**config.mk**
```make
export PLATFORM = sky130hd
export DESIGN_NAME = kbd_move_decoder_flat
export DESIGN_NICKNAME = d
export VERILOG_FILES = /design/src/rtl/kbd_move_decoder_if.sv /design/src/rtl/kbd_move_decoder.sv /design/src/flat_wrapper.sv
export SDC_FILE = /design/constraint.sdc
export NUM_CORES = 1
export LEC_CHECK = 0
export ABC_AREA = 1
export ABC_CLOCK_PERIOD_IN_PS = 1500
export BUFFER_PORTS_ARGS = -buffer_cell sky130_fd_sc_hd__buf_2
export CAP_MARGIN = 20
export CORE_UTILIZATION = 56
export CTS_BUF_LIST = sky130_fd_sc_hd__clkbuf_8
export CTS_CLUSTER_DIAMETER = 150
export DETAILED_ROUTE_END_ITERATION = 16
export PLACE_DENSITY = 0.74
export SLEW_MARGIN = 15
export SYNTH_ARGS = -nofsm -noshare
export SYNTH_HDL_FRONTEND = slang
export SYNTH_SLANG_ARGS = --single-unit
```
**constraint.sdc**
```tcl
create_clock -name clk -period 1.5 [get_ports clk]
set_clock_uncertainty 0.1 [all_clocks]
set_input_delay 0.075 -clock clk [delete_from_list [all_inputs] [get_ports clk]]
set_output_delay 0.075 -clock clk [all_outputs]
set_load 0.02 [all_outputs]
```
**src/rtl/kbd_move_decoder_if.sv**
```systemverilog
// Scan-code byte stream from the PS/2 receiver: one rx_valid strobe per byte, no back-pressure.
interface kbd_move_decoder_if;
   logic [7:0] rx_data;
   logic       rx_valid;

   modport master (output rx_data, rx_valid);
   modport slave  (input  rx_data, rx_valid);
endinterface

```
**src/rtl/kbd_move_decoder.sv**
```systemverilog
// Scan set 2 bytes -> held left/right/jump levels; E0/F0 prefixes, Pause swallowed, WASD keys under KBD_WASD_EN.
// Latency 1 clk from final byte to registered outputs; no back-pressure, every rx_valid strobe is consumed.
module kbd_move_decoder #(
   parameter int PREFIX_TIMEOUT = 1_000_000
) (
   input  logic              clk,
   input  logic              rst,
   kbd_move_decoder_if.slave rx,
   output logic              left,
   output logic              right,
   output logic              jump,
   output logic              seq_err
);
`ifdef KBD_WASD_EN
   localparam int NKEY = 7;
   localparam int K_A  = 4;
   localparam int K_D  = 5;
   localparam int K_W  = 6;
`else
   localparam int NKEY = 4;
`endif
   localparam int K_ARR_L = 0;
   localparam int K_ARR_R = 1;
   localparam int K_ARR_U = 2;
   localparam int K_SPACE = 3;

   localparam logic [19:0] TMO = 20'(PREFIX_TIMEOUT);

   typedef enum logic [2:0] {IDLE, EXT, BRK, EXT_BRK, PAUSE} state_t;

   state_t          state;
   logic [2:0]      skip;
   logic [19:0]     cnt;
   logic [NKEY-1:0] held;
   logic [NKEY-1:0] held_nxt;
   logic            left_nxt;
   logic            right_nxt;
   logic            jump_nxt;

   function automatic logic [NKEY-1:0] key_mask(input logic [7:0] code, input logic ext);
      logic [NKEY-1:0] m;
      m = '0;
      if (ext) begin
         case (code)
            8'h6B:   m[K_ARR_L] = 1'b1;
            8'h74:   m[K_ARR_R] = 1'b1;
            8'h75:   m[K_ARR_U] = 1'b1;
            default: m = '0;
         endcase
      end else begin
         case (code)
            8'h29:   m[K_SPACE] = 1'b1;
`ifdef KBD_WASD_EN
            8'h1C:   m[K_A] = 1'b1;
            8'h23:   m[K_D] = 1'b1;
            8'h1D:   m[K_W] = 1'b1;
`endif
            default: m = '0;
         endcase
      end
      return m;
   endfunction

   function automatic logic is_err(input logic [7:0] code);
      return (code == 8'h00) || (code == 8'hFF) || (code == 8'hAA) ||
             (code == 8'hFE) || (code == 8'hEE);
   endfunction

   // Prefix bytes, fake shifts and error codes never hit key_mask, so no extra filtering is needed here.
   always_comb begin
      held_nxt = held;
      if (rx.rx_valid) begin
         case (state)
            IDLE:    held_nxt = held |  key_mask(rx.rx_data, 1'b0);
            EXT:     held_nxt = held |  key_mask(rx.rx_data, 1'b1);
            BRK:     held_nxt = held & ~key_mask(rx.rx_data, 1'b0);
            EXT_BRK: held_nxt = held & ~key_mask(rx.rx_data, 1'b1);
            default: held_nxt = held;
         endcase
      end
   end

   always_comb begin
      left_nxt  = held_nxt[K_ARR_L];
      right_nxt = held_nxt[K_ARR_R];
      jump_nxt  = held_nxt[K_ARR_U] | held_nxt[K_SPACE];
`ifdef KBD_WASD_EN
      left_nxt  = left_nxt  | held_nxt[K_A];
      right_nxt = right_nxt | held_nxt[K_D];
      jump_nxt  = jump_nxt  | held_nxt[K_W];
`endif
   end

   always_ff @(posedge clk) begin
      if (rst) begin
         state   <= IDLE;
         skip    <= '0;
         cnt     <= '0;
         held    <= '0;
         left    <= 1'b0;
         right   <= 1'b0;
         jump    <= 1'b0;
         seq_err <= 1'b0;
      end else begin
         held    <= held_nxt;
         left    <= left_nxt;
         right   <= right_nxt;
         jump    <= jump_nxt;
         seq_err <= 1'b0;
         if (rx.rx_valid) begin
            cnt <= '0;
            case (state)
               IDLE: begin
                  if (rx.rx_data == 8'hE0) begin
                     state <= EXT;
                  end else if (rx.rx_data == 8'hF0) begin
                     state <= BRK;
                  end else if (rx.rx_data == 8'hE1) begin
                     state <= PAUSE;
                     skip  <= 3'd7;
                  end
               end
               EXT: begin
                  if (is_err(rx.rx_data)) begin
                     state <= IDLE;
                  end else if (rx.rx_data == 8'hF0) begin
                     state <= EXT_BRK;
                  end else if (rx.rx_data != 8'hE0) begin
                     state <= IDLE;
                  end
               end
               BRK: begin
                  if (is_err(rx.rx_data) ||
                      ((rx.rx_data != 8'hF0) && (rx.rx_data != 8'hE0))) begin
                     state <= IDLE;
                  end
               end
               EXT_BRK: state <= IDLE;
               PAUSE: begin
                  if (is_err(rx.rx_data) || (skip <= 3'd1)) begin
                     state <= IDLE;
                     skip  <= '0;
                  end else begin
                     skip <= skip - 3'd1;
                  end
               end
               default: state <= IDLE;
            endcase
         end else if (state != IDLE) begin
            // A byte on the timeout cycle takes the branch above, so it always wins.
            if (cnt == TMO) begin
               state   <= IDLE;
               skip    <= '0;
               cnt     <= '0;
               seq_err <= 1'b1;
            end else begin
               cnt <= cnt + 20'd1;
            end
         end
      end
   end
endmodule

```
**src/flat_wrapper.sv**
```systemverilog
// flat-port wrapper written by rule: the top's interface ports become plain ports
module kbd_move_decoder_flat 
#(
   parameter int PREFIX_TIMEOUT = 1_000_000
)
  (clk, rst, left, right, jump, seq_err, rx_rx_data, rx_rx_valid);
  kbd_move_decoder_if rx_i ();
  input  logic clk;
  input  logic rst;
  output logic left;
  output logic right;
  output logic jump;
  output logic seq_err;
  input wire logic [$bits(rx_i.rx_data)-1:0] rx_rx_data;
  input wire logic [$bits(rx_i.rx_valid)-1:0] rx_rx_valid;
  assign rx_i.rx_data = rx_rx_data;
  assign rx_i.rx_valid = rx_rx_valid;
  kbd_move_decoder #(.PREFIX_TIMEOUT(PREFIX_TIMEOUT)) u_core (.clk(clk), .rst(rst), .rx(rx_i), .left(left), .right(right), .jump(jump), .seq_err(seq_err));
endmodule
```
# == Word level (Yosys, flattened, before mapping) ==
# Cells that the tools add are included.
# totals
register_bits,34
latchBits,0
ram_bits,0
mem_bits_ro,0
in_bits,11
out_inout_bits,4
elab_cells,95
mem_count,0
# op_classes
add_sub_neg,2
mul,0
div,0
n_lt_le_gt_ge,1
eq_ne,26
shifts,0
n_mux,34
n_bitwise,8
n_reduce_logical,16
# op_table
op,count
$eq A8 B8 Y1 const B,7
$mux W3,16
$mux W4,9
$eq A8 B7 Y1 const B,3
$add A20 B1 Y20 const B,1
$eq A20 B20 Y1 const B,1
$mux W20,1
$ne A8 B8 Y1 const B,2
$pmux W4 S4,1
$pmux W3 S4,1
$reduce_and A6 Y1,2
$ne A5 B2 Y1 const B,2
$ne A3 B2 Y1 const B,3
$and A4 B4 Y4,2
$eq A8 B6 Y1 const B,1
$logic_not A8 Y1,1
$not A4 Y4,2
$or A4 B4 Y4,2
$eq A3 B2 Y1 const B,2
$logic_or A1 B1 Y1,6
$ne A3 B3 Y1 const B,2
$pmux W3 S2,1
$mux W1,5
$reduce_bool A2 Y1,2
12 further kinds,12

# == Depth between registers and ports, before layout ==
# Gate-level depths: netlist (run 1).
# logic_depth
depth_word,9
depth_mapped,13
mapped_depth_nobuf,13

# == Worst setup path before layout (run 1) ==
# No wires, ideal clock.
# synth_path
kind,register to register
startpoint,register u_core.cnt[0]
endpoint,register u_core.cnt[15]
arrival_ps,1306
slack_ps,-29
stages_incl_launch_ff,14
n_path_buf,0
synth_period_minus_slack_ps,1529
cell_sequence,dfxtp_1 -> inv_1 -> ha_1 -> inv_1 -> nor2_1 -> nand2_1 -> nor2_1 -> nand3_2 -> nand2_1 -> inv_2 -> nand2_4 -> inv_4 -> o21ai_1 -> nor2_1
# synth_between
elab_chain_cells,2
# synth_lines
item,line_no,source
start: declaration,kbd_move_decoder.sv:33,logic [19:0] cnt;
start signal: assignment,kbd_move_decoder.sv:157,cnt <= cnt + 20'd1;
$add A20 B1 Y20 / $eq A20 B20 Y1 (equally long branches),"kbd_move_decoder.sv:157, kbd_move_decoder.sv:151",
$mux W20 *,kbd_move_decoder.sv:151,if (cnt == TMO) begin
# Every way passes the cells marked *; elsewhere a longest branch is shown, timed or not.
# A chain may end at the register's enable or synchronous reset.

# == Worst setup path in the final report (run 1) ==
# layout_path
startpoint,register u_core.cnt[0]
endpoint,register u_core.cnt[13]
# Same word-level chain as after synthesis.

==> run metrics, run 1 <==
run status=complete, but fails checks; violated checks=setup timing; Die Y=63.1 µm; drt pass-1 iters=5; Final Util=82.0%; largest family of logic cells by synthesized area=simple AND/OR/NAND/NOR gates; Compound-Gate Fraction of Synth Area=6.11%; Die X=63.1 µm; FF+latch count, synth=32; RSZ-0062 raised after global routing=true; max-cap check violation count=0; Worst Tran Pin Value=0.352 ns; Worst Setup End Kind=flip-flop; crit path max fanout=7; largest net degree at the start of global routing=10; maximum vdd ir drop=0.707 mV; Final Cycle Share=106%; Antenna Cells=0; Via density=5.18; Post-synth top cells=78 x nand2_1, 65 x nor2_1, 38 x inv_1; gpl congestion=0.914; Crit Path Class=flip-flop to flip-flop; initial antenna violation count=0; Tightest Hold Check Type=primary input to flip-flop; 1st-iter DRT viols=170; minimum clock period=1.58 ns; Max-slew headroom=76.3%; simple logic cell fraction of the synthesized area=51.0%; TritonCTS clock tree=built; Most Frequent Cell on Critical Path=inv_2; GRT overflow=0; Core ar.=3440 µm²; number of global-route vias before repair=2211; crit path cell chain=inv_2 -> ha_4 -> inv_2 -> nor2_2 -> nand2_1 -> nor2_1 -> nand3_2 -> nand2_2 -> inv_2 -> nand2_4 -> inv_6 -> o21ai_2 -> nor2_1; flop2flop setup slack=-0.08 ns; Mapped Cells=327; P&R area growth vs syn=35.0%; all-layer global routing usage=29.9%; post-DR wirelength/cell=12.6 µm; Leak=0.00129 µW; Sink Count=32; Min Hold Slack=0.145 ns; mux contribution to synthesized area=0%; Fmax=632 MHz; htree depth=2; asr flop ratio synth=0%; Antenna Nets Post-Route=0; CTS root buffer=clkbuf_8; Initial Util=60.7%; fin nets=412; syn avg cell area=6.39 µm²; worst endpoint required time=1.56 ns; final setup fails=18; clock latency on the worst-skew pair=0.28 ns; die footprint=3980 µm²; CP max stage delay=0.34 ns; sequential cell area fraction in the yosys report=30.7%; Synth area leader=dfxtp_1; most common cell in the synthesized netlist=nand2_1; Critical Path Source Type=flip-flop; post-synthesis xor/xnor area fraction=1.68%; drt total wl=5610 µm; Ports=15; Synth area leaders=dfxtp_1 31%, nand2_1 14%, nor2_1 12%, inv_1 6.8%, nand3_1 6.0%; CP max stage cell=dfxtp_2; Slew Viols, Final=0; global-route wire length before repair=9470 µm; Max clock buf depth=2; Synth cell types=33; yosys warns=0; HPWL after DPL=4060 µm; Cell Area, Synth=2090 µm²; crit path DAT=1.64 ns; PortBufs=14; syn_nets=341; Synth Flop Type=dfxtp_1; proportion of layout cells with a drive suffix above 1=34.7%; Final WS setup=-0.0831 ns; number of remaining DRC errors=0; EDFF count, synth=0; Clock transition at path regs=0.07 ns; area share of fa/ha/maj cells after synthesis=1.80%; Fill cells=246; final-report hold violation count=0; PwrDens=736 nW/µm²; vias=2299; post-synth top area share=30.7%; FP Rows=21; number of buffers created by CTS=5
## final cells by class
cell class,instances,area [µm²],area share [%]
Tap cell,46,57.6,2.04
Multi-Input combinational cell,247,1370,48.4
Sequential cell,32,659,23.4
Clock buffer,7,96.3,3.41
Timing Repair Buffer,65,455,16.1
Inverter,47,186,6.61
## worst max-delay path, delay by kind of cell, from the launching register on
| family | cells | cell delay, ns |
|---|---|---|
| simple gates | 7 | 0.62 |
| flops | 1 | 0.34 |
| buf+inv | 4 | 0.21 |
| fa+ha+maj | 1 | 0.14 |
| compound gates | 1 | 0.05 |
## cells by family (layout without fill, tap and decap cells)
| family | count (synthesis) | count (layout) |
|---|---|---|
| xor+xnor | 4 | 4 |
| buf+inv | 48 | 119 |
| simple gates | 218 | 218 |
| flops | 32 | 32 |
| fa+ha+maj | 3 | 3 |
| compound gates | 22 | 22 |
## cells in the final DEF (no fill, tap or decap), types with 2 or more instances in the layout
cell and instances:
buf_4 50, nor3_1 10, nand2_1 76, nor4_1 2, nor2_4 3, buf_2 14, inv_2 8, o21ai_2 3
nor3_2 5, nand3_2 4, inv_4 2, inv_1 35, dfxtp_1 21, a21oi_2 2, nand2_2 4, dfxtp_2 9
nand3_1 24, o21ai_0 2, ha_1 2, nand2_4 6, xor2_1 4, nor2_1 57, dfxtp_4 2, nand4_1 9
clkbuf_8 7, nor2_8 3, a21oi_1 11, nor2_2 9
## sequential cells by signal, summed over array words and instances (netlist names)
signal / count
u_core.seq_err: 1
u_core.state: 3
u_core.cnt: 20
u_core.skip: 3
u_core.held: 4
u_core.jump: 1
## repair_timing
action | 4_1_cts | 5_1_grt
setup endpoints to repair | 24 | 28
setup buffers | 2 | 3
endpoints found under the hold margin | 3 | 0
hold buffers | 1 | 0
pin swaps | 5 | 11
resized for setup | 12 | 30
## where the power goes
group	switching [µW]	total (µW)	internal, µW
Sequential	27.8	901	873
Combinational	257	462	205
Clock	304	713	408
Total	589	2080	1490
## path summary, 6_finish.rpt
kind / cells past startpoint / from / endpoint
worst min-delay path: 5 / rx_rx_data[0] / u_core.held[0]
worst max-delay path: 13 / u_core.cnt[0] / u_core.cnt[13]
worst min register to register: 2 / u_core.held[0] / u_core.held[0]
worst max register to register: 13 / u_core.cnt[0] / u_core.cnt[13]
## stage by stage
stage	worst slack (ns)	setup TNS [ns]	cells	total power (µW)	instance area, µm²
floorplan	0.0124	0	327	1160	2090
global placement	-0.0476	-0.545	431	1320	2550
detailed placement	-0.0943	-1.25	431	1330	2550
CTS	-0.0807	-1.01	441	2050	2700
global route	-0.194	-3.02	444	2170	2820
finish	-0.0831	-1.08	444	2080	2820
## metal layers
metal  track usage [%]  vias to the layer above  part of all wire (%)
li1                  -                     1195                     -
met1              38.4                     1042                    47
met2              49.2                       56                    47
met3              6.88                        6                   4.5
met4              9.30                        0                  0.98
met5                 0                        -                     0
(Power assumes the default switching activity.)
==> inputs of run 2 (changes only) <==
- SETUP_SLACK_MARGIN: default -> 0.1
==> run metrics, run 2 (synthesis results as in run 1) <==
run status=complete, but fails checks; violated checks=setup timing; post-placement cell count=427 (-0.93%); Hold EP=u_core.held[0]; Worst Setup End Kind=flip-flop; clock latency on the worst-skew pair=0.29 ns (about the same); htree depth=2 (unchanged); Crit Path Class=flip-flop to flip-flop; post-DR wirelength/cell=14.2 µm (+12%); FP Rows=21 (unchanged); hold path depth=5 (unchanged); Leak=0.00131 µW (+1.5%); number of remaining DRC errors=0 (unchanged); all-layer global routing usage=30.6% (+0.68 points); 1st-iter DRT viols=188 (+11%); Sink Count=32 (unchanged); Slew Viols, Final=0 (unchanged); biggest regs=u_core.cnt: 20 flops, u_core.held: 4 flops; Worst Tran Pin Value=0.465 ns (+0.114 ns); Tightest Hold Check Type=primary input to flip-flop; GRT overflow=0 (unchanged); maximum vdd ir drop=0.785 mV (+11%); grt met3 use=7.79% (+0.91 points); fin nets=409 (-0.73%); crit path cell chain=inv_2 -> ha_4 -> inv_2 -> nor2_1 -> nand2_1 -> nor2_2 -> nand3_2 -> nand2_2 -> inv_4 -> nand2_8 -> inv_8 -> o21ai_2 -> nor2_1; crit path max fanout=7 (unchanged); vias=2381 (+3.6%); gpl congestion=0.931 (+1.8%); Largest register FFs=20 (unchanged); max-cap check violation count=0 (unchanged); minimum clock period=1.65 ns (+0.0689 ns); CTS root buffer=clkbuf_8; gr busiest metal=met2; Critical Path Source Type=flip-flop; Max clock buf depth=2 (unchanged); number of buffers created by CTS=5 (unchanged); Via density=5.39 (+4.0%); PwrDens=779 nW/µm² (+5.8%); Antenna Cells=0 (unchanged); drt pass-1 iters=4 (-1); die footprint=3980 µm² (unchanged); PortBufs=14 (unchanged); final setup fails=21 (+3); fin cells=442 (-0.45%); R2R Path End=u_core.cnt[8]; grt met2 use=49.9% (+0.67 points); most frequent cells in the layout=72 x nand2_1, 55 x nor2_1, 42 x buf_4; worst endpoint required time=1.58 ns (+0.02 ns); worst r2r src=u_core.cnt[1]; TritonCTS clock tree=built; Most flops, register=u_core.cnt; Antenna Nets Post-Route=0 (unchanged); drt total wl=6280 µm (+12%); commonest non-fill, non-tap cell in the layout=nand2_1; Register-to-Register Path Depth=13 (unchanged); largest net degree at the start of global routing=11 (+1); global-route wire length before repair=9560 µm (+0.95%); Fmax=605 MHz (-4.2%); final-report hold violation count=0 (unchanged); Die Y=63.1 µm (unchanged); Max-slew headroom=68.8% (-7.6 points); number of global-route vias before repair=2136 (-3.4%); CP max stage cell=dfxtp_2; Final WS setup=-0.152 ns (-0.0689 ns); setup TNS=-1.59 ns (-0.502 ns); HP Start=rx_rx_data[0]; Die X=63.1 µm (unchanged); crit path DAT=1.73 ns (+0.09 ns); P&R area growth vs syn=40.7%; flop2flop setup slack=-0.15 ns (-0.07 ns); routing usage on met1=39.1% (+0.76 points); initial antenna violation count=0 (unchanged); Ports=15 (unchanged); Final Cycle Share=110% (+4.6 points); Initial Util=60.7% (unchanged); RSZ-0062 raised after global routing=true; proportion of layout cells with a drive suffix above 1=38.1% (+3.5 points); Clock transition at path regs=0.07 ns (about the same); HPWL after DPL=3940 µm (-3.0%); Fill cells=224 (-8.9%); Core ar.=3440 µm² (unchanged); CP max stage delay=0.35 ns (about the same)
[run 2: cell types whose count changed in the layout (fill, tap and decap cells not counted), moves of 2 or more]
cell     previous run  this run
nand3_1            24        22
nand2_1            76        72
inv_1              35        33
nand3_2             4         6
buf_6               0         4
nor3_1             10         8
dfxtp_4             2         4
nor2_1             57        55
nand2_2             4         7
buf_4              50        42
dfxtp_1            21        19
nor3_4              1         3
[run 2: how the worst max path moves through the flow]
| stage | startpoint | end | slack, ns |
|---|---|---|---|
| 6_report | u_core.cnt[1] | u_core.cnt[8] | -0.15 |
| 5_1_grt | u_core.cnt[0] | u_core.cnt[8] | -0.28 |
| 4_1_cts | u_core.cnt[0] | u_core.cnt[15] | -0.04 |
| 3_5_place_dp | u_core.cnt[1] | u_core.cnt[15] | -0.09 |
| 3_3_place_gp | u_core.cnt[1] | u_core.cnt[15] | -0.05 |
| 2_1_floorplan | u_core.cnt[1] | u_core.cnt[15] | 0.03 |
[run 2: report_power, final]
part	switching, µW	internal (µW)
clock network	350	586
registers	32.2	869
logic	268	183
total	651	1640
[run 2: worst max-delay path, delay by kind of cell (launching register included)]
kind	cells	cell delay, ns
buffers and inverters	4	0.23
flip-flops	1	0.35
adder cells (fa/ha/maj)	1	0.13
AND/OR/NAND/NOR	7	0.66
AO/OA/AOI/OAI	1	0.06
[run 2: metal layers]
layer | part of all wire, % | vias to the layer above
li1 | - | 1182
met1 | 43 | 1085
met2 | 48 | 99
met3 | 7.0 | 15
met4 | 1.7 | 0
met5 | 0 | -
[run 2: metrics by stage]
| stage | utilization (%) | instance area, µm² | total power [µW] | hold WS, ns | setup slack [ns] |
|---|---|---|---|---|---|
| 2_1_floorplan | - | 2110 | 1170 | 0.0441 | 0.0299 |
| 3_3_place_gp | 74.0 | 2550 | 1300 | 0.182 | -0.0479 |
| 3_5_place_dp | 74.0 | 2550 | 1310 | 0.185 | -0.0895 |
| 4_1_cts | 80.7 | 2780 | 2260 | 0.101 | -0.0446 |
| 5_1_grt | 85.4 | 2940 | 2380 | 0.133 | -0.279 |
| 6_report | 85.4 | 2940 | 2290 | 0.0997 | -0.152 |
[run 2: layout make-up]
class,count,area (µm²),share of cell area [%]
Timing Repair Buffer,61,440,15.0
Multi-Input combinational cell,248,1460,49.6
Clock inverter,1,30.0,1.02
Tap cell,46,57.6,1.96
Sequential cell,32,667,22.7
Inverter,47,191,6.51
Clock buffer,7,96.3,3.28
[run 2: repair_timing]
action | 4_1_cts | 5_1_grt
endpoints found under the setup margin | 28 | 29
hold endpoints to repair | 3 | 0
gates resized for setup | 24 | 38
setup buffers | 1 | 4
cloned | 1 | 0
hold buffers | 1 | 0
pin swaps | 9 | 14
